==> config.mk <==
export PLATFORM = sky130hd
export DESIGN_NAME = netcope_hdr_strip
export DESIGN_NICKNAME = d
export VERILOG_FILES = /design/src/rtl/netcope_hdr_strip_pkg.sv /design/src/rtl/netcope_hdr_strip.sv
export SDC_FILE = /design/constraint.sdc
export NUM_CORES = 1
export LEC_CHECK = 0
export ABC_AREA = 1
export CAP_MARGIN = 20
export CORE_AREA = 2 2 112 114
export DETAILED_ROUTE_END_ITERATION = 7
export DIE_AREA = 0 0 114 116
export MAX_ROUTING_LAYER = met4
export PLACE_DENSITY = 0.84
export SLEW_MARGIN = 20
export SYNTH_ARGS = -nofsm -noshare
export SYNTH_HDL_FRONTEND = slang
export SYNTH_SLANG_ARGS = --single-unit
==> constraint.sdc <==
create_clock -name CLK -period 1.7 [get_ports CLK]
set_input_delay 0.34 -clock CLK [delete_from_list [all_inputs] [get_ports CLK]]
set_output_delay 0.34 -clock CLK [all_outputs]
set_load 0.01 [all_outputs]
==> src/rtl/netcope_hdr_strip_pkg.sv <==
// Shared types and helpers for the NetCOPE header stripper.
package netcope_hdr_strip_pkg;

  typedef enum logic [1:0] {
    S_HDR,
    S_FIRST,
    S_BODY
  } state_e;

  function automatic int unsigned drem_width(input int unsigned data_width);
    return $clog2(data_width / 8);
  endfunction

endpackage

==> src/rtl/netcope_hdr_strip.sv <==
// Removes the NetCOPE header part (part 0) from FrameLink frames, captures the first
// header word and counts dropped header-only frames.
module netcope_hdr_strip
  import netcope_hdr_strip_pkg::*;
#(
  parameter int unsigned DATA_WIDTH = 64,
  parameter int unsigned DREM_WIDTH = drem_width(DATA_WIDTH)
) (
  input  logic                  CLK,
  input  logic                  RESET,
  input  logic [DATA_WIDTH-1:0] RX_DATA,
  input  logic [DREM_WIDTH-1:0] RX_REM,
  input  logic                  RX_SOF_N,
  input  logic                  RX_SOP_N,
  input  logic                  RX_EOP_N,
  input  logic                  RX_EOF_N,
  input  logic                  RX_SRC_RDY_N,
  output logic                  RX_DST_RDY_N,
  output logic [DATA_WIDTH-1:0] TX_DATA,
  output logic [DREM_WIDTH-1:0] TX_REM,
  output logic                  TX_SOF_N,
  output logic                  TX_SOP_N,
  output logic                  TX_EOP_N,
  output logic                  TX_EOF_N,
  output logic                  TX_SRC_RDY_N,
  input  logic                  TX_DST_RDY_N,
  output logic [DATA_WIDTH-1:0] HDR_DATA,
  output logic                  HDR_VLD,
  output logic [31:0]           CNT_DROP,
  input  logic                  CNT_CLR
);

  state_e                state_q, state_d;
  logic [DATA_WIDTH-1:0] hdr_data_q;
  logic                  hdr_vld_q;
  logic [31:0]           cnt_drop_q;
  logic                  hdr_sof;
  logic                  hdr_drop;

  always_comb begin
    state_d      = state_q;
    RX_DST_RDY_N = 1'b0;
    TX_DATA      = RX_DATA;
    TX_REM       = RX_REM;
    TX_SRC_RDY_N = 1'b1;
    TX_SOF_N     = 1'b1;
    TX_SOP_N     = 1'b1;
    TX_EOP_N     = 1'b1;
    TX_EOF_N     = 1'b1;
    hdr_sof      = 1'b0;
    hdr_drop     = 1'b0;
    unique case (state_q)
      S_HDR: begin
        // Header words are always accepted, so RX valid alone means a transfer.
        if (!RX_SRC_RDY_N) begin
          hdr_sof = !RX_SOF_N;
          if (!RX_EOP_N) begin
            if (RX_EOF_N) begin
              state_d = S_FIRST;
            end else begin
              hdr_drop = 1'b1;
            end
          end
        end
      end
      S_FIRST, S_BODY: begin
        RX_DST_RDY_N = TX_DST_RDY_N;
        TX_SRC_RDY_N = RX_SRC_RDY_N;
        TX_SOF_N     = (state_q != S_FIRST);
        TX_SOP_N     = RX_SOP_N;
        TX_EOP_N     = RX_EOP_N;
        TX_EOF_N     = RX_EOF_N;
        if (!RX_SRC_RDY_N && !TX_DST_RDY_N) begin
          if (!RX_EOF_N) begin
            state_d = S_HDR;
          end else if (state_q == S_FIRST) begin
            state_d = S_BODY;
          end
        end
      end
      default: state_d = S_HDR;
    endcase
  end

  always_ff @(posedge CLK) begin
    if (RESET) begin
      state_q    <= S_HDR;
      hdr_data_q <= '0;
      hdr_vld_q  <= 1'b0;
      cnt_drop_q <= '0;
    end else begin
      state_q   <= state_d;
      hdr_vld_q <= hdr_sof;
      if (hdr_sof) begin
        hdr_data_q <= RX_DATA;
      end
      // Clear takes priority over a coincident drop.
      if (CNT_CLR) begin
        cnt_drop_q <= '0;
      end else if (hdr_drop) begin
        cnt_drop_q <= cnt_drop_q + 32'd1;
      end
    end
  end

  assign HDR_DATA = hdr_data_q;
  assign HDR_VLD  = hdr_vld_q;
  assign CNT_DROP = cnt_drop_q;

endmodule

==> report_table.html, run 1 <==
<table>
<tr><th>Metric</th><th>Value</th></tr>
<tr><th colspan="2">STA</th></tr>
<tr><td>Minimum clock period</td><td>1.71 ns</td></tr>
<tr><td>Maximum clock skew at final layout</td><td>0.00811 ns</td></tr>
<tr><td>Max-slew violations</td><td>0</td></tr>
<tr><td>Final total negative setup slack</td><td>-0.00951 ns</td></tr>
<tr><td>Achievable Freq</td><td>585 MHz</td></tr>
<tr><td>Worst hold margin</td><td>0.490 ns</td></tr>
<tr><td>Crit share post-route</td><td>1.01</td></tr>
<tr><td>Number of endpoints with negative hold slack in the final report</td><td>0</td></tr>
<tr><td>Unrepaired setup endpoints after global routing</td><td>yes</td></tr>
<tr><td>Worst max-slew margin expressed relative to the limit</td><td>0.742</td></tr>
<tr><td>Worst Tran Pin Value</td><td>0.384 ns</td></tr>
<tr><td>Setup violations, final</td><td>1</td></tr>
<tr><td>Final setup slack of the worst path</td><td>-0.00951 ns</td></tr>
<tr><th colspan="2">Setup path</th></tr>
<tr><td>Cell breakdown of the critical path</td><td>inv_2, ha_4, inv_2, or2_4, buf_6</td></tr>
<tr><td>R2r setup slk</td><td>0.17 ns</td></tr>
<tr><td>Crit-path max FO</td><td>2</td></tr>
<tr><td>Critical path arrival</td><td>1.37 ns</td></tr>
<tr><td>Critical Path Max Stage Delay</td><td>0.34 ns</td></tr>
<tr><td>Top Family by Delay on Critical Path</td><td>flip-flops</td></tr>
<tr><td>CP endpoint kind</td><td>output port</td></tr>
<tr><td>CP Data Required Time</td><td>1.36 ns</td></tr>
<tr><td>Buf+Inv Stages, Crit Path</td><td>3</td></tr>
<tr><td>Sort of element at the start of the critical path</td><td>flip-flop</td></tr>
<tr><td>Crit-path most repeated cell</td><td>inv_2</td></tr>
<tr><td>R2R Path Start</td><td>state_q[0]</td></tr>
<tr><td>Depth of the most critical reg-to-reg path</td><td>10</td></tr>
<tr><td>Crit path kind</td><td>reg2out</td></tr>
<tr><td>Worst r2r dst</td><td>CNT_DROP[26]</td></tr>
<tr><td>Cell with the largest stage delay on the worst path</td><td>dfxtp_2</td></tr>
<tr><th colspan="2">Logic synthesis</th></tr>
<tr><td>Net count after synthesis</td><td>742</td></tr>
<tr><td>Post-Syn Area</td><td>4690 um2</td></tr>
<tr><td>Syn_area_per_cell</td><td>7.11 um2</td></tr>
<tr><td>Simple logic cell fraction of the synthesized area</td><td>0.284</td></tr>
<tr><td>Compound-gate portion of the synthesized area</td><td>0.111</td></tr>
<tr><td>Main combinational cell family by area after synthesis</td><td>simple AND/OR/NAND/NOR gates</td></tr>
<tr><td>Flops &amp; latches, synth</td><td>99</td></tr>
<tr><td>Distinct cell type count of the synthesized netlist</td><td>24</td></tr>
<tr><td>Synthesized-area fraction occupied by xor and xnor cells</td><td>0.00187</td></tr>
<tr><td>Post-synthesis adder-cell area fraction</td><td>0.0160</td></tr>
<tr><td>Multiplexer share of the synthesized area</td><td>0</td></tr>
<tr><td>Syn Inst Count</td><td>660</td></tr>
<tr><td>Fraction of the yosys area taken by sequential cells</td><td>0.422</td></tr>
<tr><td>Synth warnings</td><td>0</td></tr>
<tr><th colspan="2">Min path</th></tr>
<tr><td>Endpoint, Worst Hold</td><td>CNT_DROP[2]</td></tr>
<tr><td>Class of the tightest hold or removal check</td><td>reg2reg</td></tr>
<tr><td>Number of cells traversed by the worst hold path</td><td>2</td></tr>
<tr><td>Hold Path Origin</td><td>CNT_DROP[2]</td></tr>
<tr><th colspan="2">Place</th></tr>
<tr><td>Area after DPL</td><td>7110 um2</td></tr>
<tr><td>Post-DP HPWL</td><td>11,200 um</td></tr>
<tr><td>Input/output buffers</td><td>239</td></tr>
<tr><td>Post-placement cell count</td><td>1,006</td></tr>
<tr><td>GPL Wtd Cong</td><td>0.925</td></tr>
<tr><td>Pre-CTS setup slack</td><td>-0.182 ns</td></tr>
<tr><th colspan="2">Layout</th></tr>
<tr><td>Design area</td><td>7410 um2</td></tr>
<tr><td>Antenna diode count</td><td>0</td></tr>
<tr><td>Number of filler instances in the final layout</td><td>1,059</td></tr>
<tr><td>Layout-stage area growth over the synthesis result</td><td>57.9%</td></tr>
<tr><td>Share of cells above drive strength 1</td><td>0.134</td></tr>
<tr><td>Final cell count without fillers</td><td>1,023</td></tr>
<tr><td>Final Net Count</td><td>953</td></tr>
<tr><th colspan="2">Power</th></tr>
<tr><td>Total net switching power</td><td>2160 uW</td></tr>
<tr><td>Int Power</td><td>4840 uW</td></tr>
<tr><td>Ratio of total power to cell area</td><td>946 nW/um2</td></tr>
<tr><td>Fraction of power consumed by sequential logic</td><td>0.392</td></tr>
<tr><td>Clock share of power</td><td>0.274</td></tr>
<tr><td>Sw frac</td><td>0.309</td></tr>
<tr><td>Highest ir drop seen on vdd</td><td>0.615 mV</td></tr>
<tr><td>Comb power frac</td><td>0.334</td></tr>
<tr><td>Static Leak</td><td>0.00329 uW</td></tr>
<tr><th colspan="2">GRT</th></tr>
<tr><td>Wire length of the first global-routing pass</td><td>22,700 um</td></tr>
<tr><td>Maximum number of pins on one net before global-route repair</td><td>55</td></tr>
<tr><td>Total routing usage reported by global routing</td><td>0.225</td></tr>
<tr><td>Initial antenna violation count</td><td>0</td></tr>
<tr><td>Vias in the first global route</td><td>4,730</td></tr>
<tr><td>Grt total ovfl</td><td>0</td></tr>
<tr><th colspan="2">Detailed routing</th></tr>
<tr><td>Antenna viol nets, final</td><td>0</td></tr>
<tr><td>Overall routed net length</td><td>14,700 um</td></tr>
<tr><td>Length of the first detailed-routing pass in iterations</td><td>5</td></tr>
<tr><td>Post-detailed-route wirelength per cell</td><td>14.4 um</td></tr>
<tr><td>DRC errors left</td><td>0</td></tr>
<tr><td>Initial DRC Count</td><td>303</td></tr>
<tr><td>Via count of the routed design</td><td>4,963</td></tr>
<tr><td>Vias per Instance</td><td>4.85</td></tr>
<tr><th colspan="2">Die</th></tr>
<tr><td>Die width</td><td>114 um</td></tr>
<tr><td>Core box area</td><td>11,900 um2</td></tr>
<tr><td>Starting density of the core</td><td>0.394</td></tr>
<tr><td>Die Outline Area</td><td>13,200 um2</td></tr>
<tr><td>Std-Cell Rows</td><td>40</td></tr>
<tr><td>Die height</td><td>116 um</td></tr>
<tr><td>I/O pin count</td><td>246</td></tr>
<tr><th colspan="2">CTS</th></tr>
<tr><td>Skew-Pair Late Insertion Delay</td><td>0.35 ns</td></tr>
<tr><td>CTS HTree Levels</td><td>3</td></tr>
<tr><td>CTS max path bufs</td><td>2</td></tr>
<tr><td>Clk slew on worst S/H paths</td><td>0.07 ns</td></tr>
<tr><td>CTS Buf Count</td><td>9</td></tr>
<tr><td>Sink Count</td><td>99</td></tr>
<tr><td>Clock root buffer</td><td>clkbuf_16</td></tr>
<tr><td>Clock tree from TritonCTS</td><td>built</td></tr>
<tr><th colspan="2">Run</th></tr>
<tr><td>Number of max-cap violations</td><td>0</td></tr>
<tr><th colspan="2">Run status</th></tr>
<tr><td>Run status</td><td>finished, violations left</td></tr>
<tr><td>Violations in the final reports</td><td>negative setup slack</td></tr>
</table>
registers in the layout (all words and copies together) (netlist names):
signal and count:
HDR_VLD 1, CNT_DROP 32, HDR_DATA 64, state_q 2
metal layers:
metal	GRT usage	up-vias	part of all wire
li1	-	2465	-
met1	0.255	2274	0.39
met2	0.384	198	0.51
met3	0.0539	26	0.071
met4	0.0911	0	0.024
met5	-	-	0
stage by stage:
| stage | util | total power [uW] |
|---|---|---|
| floorplan | - | 3800 |
| global placement | 0.597 | 5100 |
| detailed placement | 0.597 | 5150 |
| CTS | 0.615 | 7030 |
| global route | 0.622 | 7370 |
| finish | 0.622 | 7010 |
worst min-delay path: stages, from the launching register on:
cell	delay, ns
dfxtp_1	0.34
inv_1	0.06
a21oi_1	0.05
cell families (layout without fill, tap and decap cells):
logic type,count (synthesis),count (layout)
compound gates,101,101
xor+xnor,1,1
simple gates,316,316
flops,99,99
buf+inv,137,353
fa+ha+maj,6,6
power groups by stage:
stage	Combinational, uW	Clock [uW]	Sequential, uW
2_1_floorplan	886	0	2910
3_5_place_dp	2360	0	2790
3_3_place_gp	2320	0	2780
5_1_grt	2550	2040	2780
6_report	2340	1920	2750
4_1_cts	2330	1950	2750
synth_stat cells:
cell,instances,area share
xor2_1,1,0.0019
clkbuf_1,21,0.017
nor3_1,7,0.0075
buf_4,68,0.11
o21ai_0,78,0.083
o211ai_1,1,0.0016
inv_1,46,0.037
buf_2,2,0.0021
o21a_1,2,0.0032
a21o_1,1,0.0016
nand3_1,23,0.025
nand3_2,1,0.0021
nor2_2,7,0.0093
dfxtp_1,99,0.42
o21bai_1,2,0.0032
nand4_1,15,0.020
nor3_4,1,0.0035
a21oi_1,17,0.018
nand2_2,2,0.0027
nor2_1,183,0.15
nor2_4,4,0.0096
or2_2,1,0.0013
nand2_1,72,0.058
ha_1,6,0.016
placed cells by master (no fill, tap or decap), types with 19 or more instances in the layout:
| cell | instances |
|---|---|
| buf_4 | 47 |
| clkdlybuf4s50_1 | 163 |
| dfxtp_1 | 80 |
| dfxtp_2 | 19 |
| dlygate4sd2_1 | 49 |
| dlymetal6s2s_1 | 21 |
| inv_1 | 41 |
| nand2_1 | 70 |
| nand3_1 | 23 |
| nor2_1 | 183 |
| o21ai_0 | 78 |
repair_timing:
action | CTS | global route
setup buffers | 0 | 1
hold buffers | 0 | 0
setup endpoints to repair | 64 | 36
resized for setup | 86 | 38
pin swaps | 1 | 2
worst max path at each step:
stage	end	slack, ns	cells after the start	startpoint
finish	TX_SOP_N	-0.01	5	state_q[1]
global route	TX_SOP_N	-0.05	5	state_q[1]
CTS	TX_SOP_N	-0.09	5	state_q[0]
detailed placement	CNT_DROP[25]	-0.18	9	RX_EOF_N
global placement	CNT_DROP[17]	-0.13	8	RX_EOF_N
floorplan	HDR_DATA[43]	0.23	9	state_q[0]
cell type report:
cell class	instances	area, um2	area share
clock buffers	11	243	0.0327
clock inverters	5	28.8	0.00388
inverters	46	173	0.0233
multi-input cells	424	1970	0.266
flip-flops and latches	99	2010	0.271
well taps	147	184	0.0248
repair buffers	291	2800	0.378
Power figures use the tool's default switching activity.
==> inputs of run 2 (changes only) <==
Settings changed: CELL_PAD_IN_SITES_DETAIL_PLACEMENT set to 0, CELL_PAD_IN_SITES_GLOBAL_PLACEMENT set to 1, CORE_AREA 2 2 112 114 to 2 2 135 137, DIE_AREA 0 0 114 116 to 0 0 137 139, HOLD_SLACK_MARGIN set to 0.06, PLACE_DENSITY 0.84 to 0.85.
==> report_table.html, run 2 (synthesis results as in run 1) <==
<table>
<tr><th>Metric</th><th>Value</th></tr>
<tr><th colspan="2">Run status</th></tr>
<tr><td>Run status</td><td>finished, violations left</td></tr>
<tr><td>Violations in the final reports</td><td>negative setup slack</td></tr>
<tr><th colspan="2">Die</th></tr>
<tr><td>Std-Cell Rows</td><td>49</td></tr>
<tr><td>Die width</td><td>137 um</td></tr>
<tr><td>Die height</td><td>139 um</td></tr>
<tr><td>Starting density of the core</td><td>0.266</td></tr>
<tr><td>Die Outline Area</td><td>19,000 um2</td></tr>
<tr><td>I/O pin count</td><td>246</td></tr>
<tr><td>Core box area</td><td>17,700 um2</td></tr>
<tr><th colspan="2">Layout</th></tr>
<tr><td>Number of filler instances in the final layout</td><td>1,804</td></tr>
<tr><td>Layout-stage area growth over the synthesis result</td><td>63.4%</td></tr>
<tr><td>Leading cell type in the layout, fill and taps excluded</td><td>nor2_1</td></tr>
<tr><td>Max reg flops</td><td>64</td></tr>
<tr><td>Final Net Count</td><td>959</td></tr>
<tr><td>Top library cells by usage in the layout, fill and taps aside</td><td>nor2_1, clkdlybuf4s50_1, dfxtp_1, o21ai_0, nand2_1</td></tr>
<tr><td>Sequential cell area</td><td>2010 um2</td></tr>
<tr><td>Design area</td><td>7670 um2</td></tr>
<tr><td>Area used by multi-input combinational logic</td><td>1970 um2</td></tr>
<tr><td>Share of cells above drive strength 1</td><td>0.143</td></tr>
<tr><td>Antenna diode count</td><td>0</td></tr>
<tr><th colspan="2">Min path</th></tr>
<tr><td>Class of the tightest hold or removal check</td><td>reg2reg</td></tr>
<tr><td>Number of cells traversed by the worst hold path</td><td>2</td></tr>
<tr><td>Endpoint, Worst Hold</td><td>CNT_DROP[2]</td></tr>
<tr><td>Hold Path Origin</td><td>CNT_DROP[2]</td></tr>
<tr><th colspan="2">CTS</th></tr>
<tr><td>Clock tree from TritonCTS</td><td>built</td></tr>
<tr><td>CTS Buf Count</td><td>9</td></tr>
<tr><td>Skew-Pair Late Insertion Delay</td><td>0.34 ns</td></tr>
<tr><td>CTS HTree Levels</td><td>3</td></tr>
<tr><td>Clock root buffer</td><td>clkbuf_16</td></tr>
<tr><td>Sink Count</td><td>99</td></tr>
<tr><td>Hold bufs inserted after CTS</td><td>0</td></tr>
<tr><td>Clk slew on worst S/H paths</td><td>0.07 ns</td></tr>
<tr><td>CTS max path bufs</td><td>2</td></tr>
<tr><th colspan="2">GRT</th></tr>
<tr><td>Total routing usage reported by global routing</td><td>0.156</td></tr>
<tr><td>Grt total ovfl</td><td>0</td></tr>
<tr><td>Vias in the first global route</td><td>4,578</td></tr>
<tr><td>Initial antenna violation count</td><td>0</td></tr>
<tr><td>Wire length of the first global-routing pass</td><td>22,900 um</td></tr>
<tr><td>Maximum number of pins on one net before global-route repair</td><td>45</td></tr>
<tr><th colspan="2">STA</th></tr>
<tr><td>Unrepaired setup endpoints after global routing</td><td>yes</td></tr>
<tr><td>Setup violations, final</td><td>1</td></tr>
<tr><td>Maximum clock skew at final layout</td><td>0.00783 ns</td></tr>
<tr><td>Minimum clock period</td><td>1.71 ns</td></tr>
<tr><td>Final setup slack of the worst path</td><td>-0.00764 ns</td></tr>
<tr><td>Max-slew violations</td><td>0</td></tr>
<tr><td>Worst max-slew margin expressed relative to the limit</td><td>0.766</td></tr>
<tr><td>Achievable Freq</td><td>586 MHz</td></tr>
<tr><td>Crit share post-route</td><td>1.00</td></tr>
<tr><td>Number of endpoints with negative hold slack in the final report</td><td>0</td></tr>
<tr><td>Worst Tran Pin Value</td><td>0.348 ns</td></tr>
<tr><th colspan="2">Setup path</th></tr>
<tr><td>Depth of the most critical reg-to-reg path</td><td>10</td></tr>
<tr><td>CP Data Required Time</td><td>1.36 ns</td></tr>
<tr><td>R2R Path Start</td><td>state_q[0]</td></tr>
<tr><td>R2r setup slk</td><td>0.16 ns</td></tr>
<tr><td>Crit-path most repeated cell</td><td>inv_2</td></tr>
<tr><td>Critical path arrival</td><td>1.37 ns</td></tr>
<tr><td>Crit-path max FO</td><td>2</td></tr>
<tr><td>Critical Path Max Stage Delay</td><td>0.34 ns</td></tr>
<tr><td>Worst r2r dst</td><td>CNT_DROP[26]</td></tr>
<tr><td>Cell with the largest stage delay on the worst path</td><td>dfxtp_2</td></tr>
<tr><td>Cell breakdown of the critical path</td><td>inv_2, ha_4, inv_2, or2_4, buf_6</td></tr>
<tr><td>Crit path kind</td><td>reg2out</td></tr>
<tr><td>CP endpoint kind</td><td>output port</td></tr>
<tr><td>Sort of element at the start of the critical path</td><td>flip-flop</td></tr>
<tr><th colspan="2">Power</th></tr>
<tr><td>Ratio of total power to cell area</td><td>957 nW/um2</td></tr>
<tr><td>Highest ir drop seen on vdd</td><td>0.564 mV</td></tr>
<tr><td>Overall power</td><td>7340 uW</td></tr>
<tr><td>Static Leak</td><td>0.00335 uW</td></tr>
<tr><th colspan="2">Detailed routing</th></tr>
<tr><td>Vias per Instance</td><td>4.36</td></tr>
<tr><td>Length of the first detailed-routing pass in iterations</td><td>4</td></tr>
<tr><td>Post-detailed-route wirelength per cell</td><td>13.1 um</td></tr>
<tr><td>DRC errors left</td><td>0</td></tr>
<tr><td>Antenna viol nets, final</td><td>0</td></tr>
<tr><td>Overall routed net length</td><td>14,600 um</td></tr>
<tr><td>Initial DRC Count</td><td>189</td></tr>
<tr><td>Via count of the routed design</td><td>4,848</td></tr>
<tr><th colspan="2">Place</th></tr>
<tr><td>Area after DPL</td><td>7290 um2</td></tr>
<tr><td>Post-DP HPWL</td><td>10,800 um</td></tr>
<tr><td>GPL Wtd Cong</td><td>0.861</td></tr>
<tr><td>Input/output buffers</td><td>239</td></tr>
<tr><td>Pre-CTS setup slack</td><td>-0.233 ns</td></tr>
<tr><th colspan="2">Run</th></tr>
<tr><td>Number of max-cap violations</td><td>0</td></tr>
</table>
-- run 2: changes by cell type in the layout (fill, tap and decap cells not counted), sizes merged --
cell | before | now
buf | 57 | 63
clkinvlp | 0 | 2
dlymetal6s2s | 21 | 25
clkdlybuf4s50 | 163 | 165
clkinv | 5 | 1
inv | 46 | 47
dlygate4sd2 | 49 | 43
clkbuf | 12 | 11
bufinv | 0 | 2
-- run 2: per-layer routing --
layer,share of wire,vias up,routed length [um],global-route usage
met5,0,-,0,-
met4,0.021,0,299,0.0537
met1,0.44,2181,6370,0.194
li1,-,2478,-,-
met2,0.47,171,6820,0.238
met3,0.073,18,1070,0.0493
-- run 2: power breakdown --
| part | internal (uW) | switching (uW) |
|---|---|---|
| clock network | 1290 | 912 |
| registers | 2610 | 138 |
| logic | 1270 | 1120 |
| total | 5170 | 2170 |
-- run 2: worst max-delay path: cells and delay by family, from the launching register on --
| family | cells | cell delay (ns) |
|---|---|---|
| adder cells (fa/ha/maj) | 1 | 0.27 |
| buffers and inverters | 3 | 0.21 |
| flip-flops | 1 | 0.34 |
| AND/OR/NAND/NOR | 1 | 0.22 |
-- run 2: how the worst max path moves through the flow --
stage / start / to / cells after the start
floorplan: state_q[0] / HDR_DATA[43] / 9
global placement: RX_SRC_RDY_N / HDR_DATA[10] / 8
detailed placement: RX_SRC_RDY_N / HDR_DATA[41] / 8
CTS: state_q[1] / TX_SOP_N / 5
global route: state_q[1] / TX_SOP_N / 5
finish: state_q[1] / TX_SOP_N / 5
-- run 2: stage by stage --
step | TNS, ns | utilization | cells | hold WS [ns]
after floorplan | 0 | - | 660 | 0.412
after global placement | -16.88 | 0.413 | 1094 | 0.479
after detailed placement | -17.79 | 0.413 | 1094 | 0.476
after CTS | -0.0261 | 0.429 | 1110 | 0.489
after global routing | -0.0580 | 0.434 | 1111 | 0.511
final | -0.00764 | 0.434 | 1111 | 0.488
-- run 2: cell type report --
cell class	count	area share
Sequential cell	99	0.262
Multi-Input combinational cell	424	0.257
Timing Repair Buffer	297	0.380
Inverter	46	0.0225
Clock buffer	10	0.0299
Clock inverter	6	0.0116
Tap cell	229	0.0374
-- run 2: repair_timing --
action	CTS	global route
endpoints found under the setup margin	61	38
endpoints found under the hold margin	0	0
pin swaps	1	1
resized for setup	86	39
buffers inserted	0	1
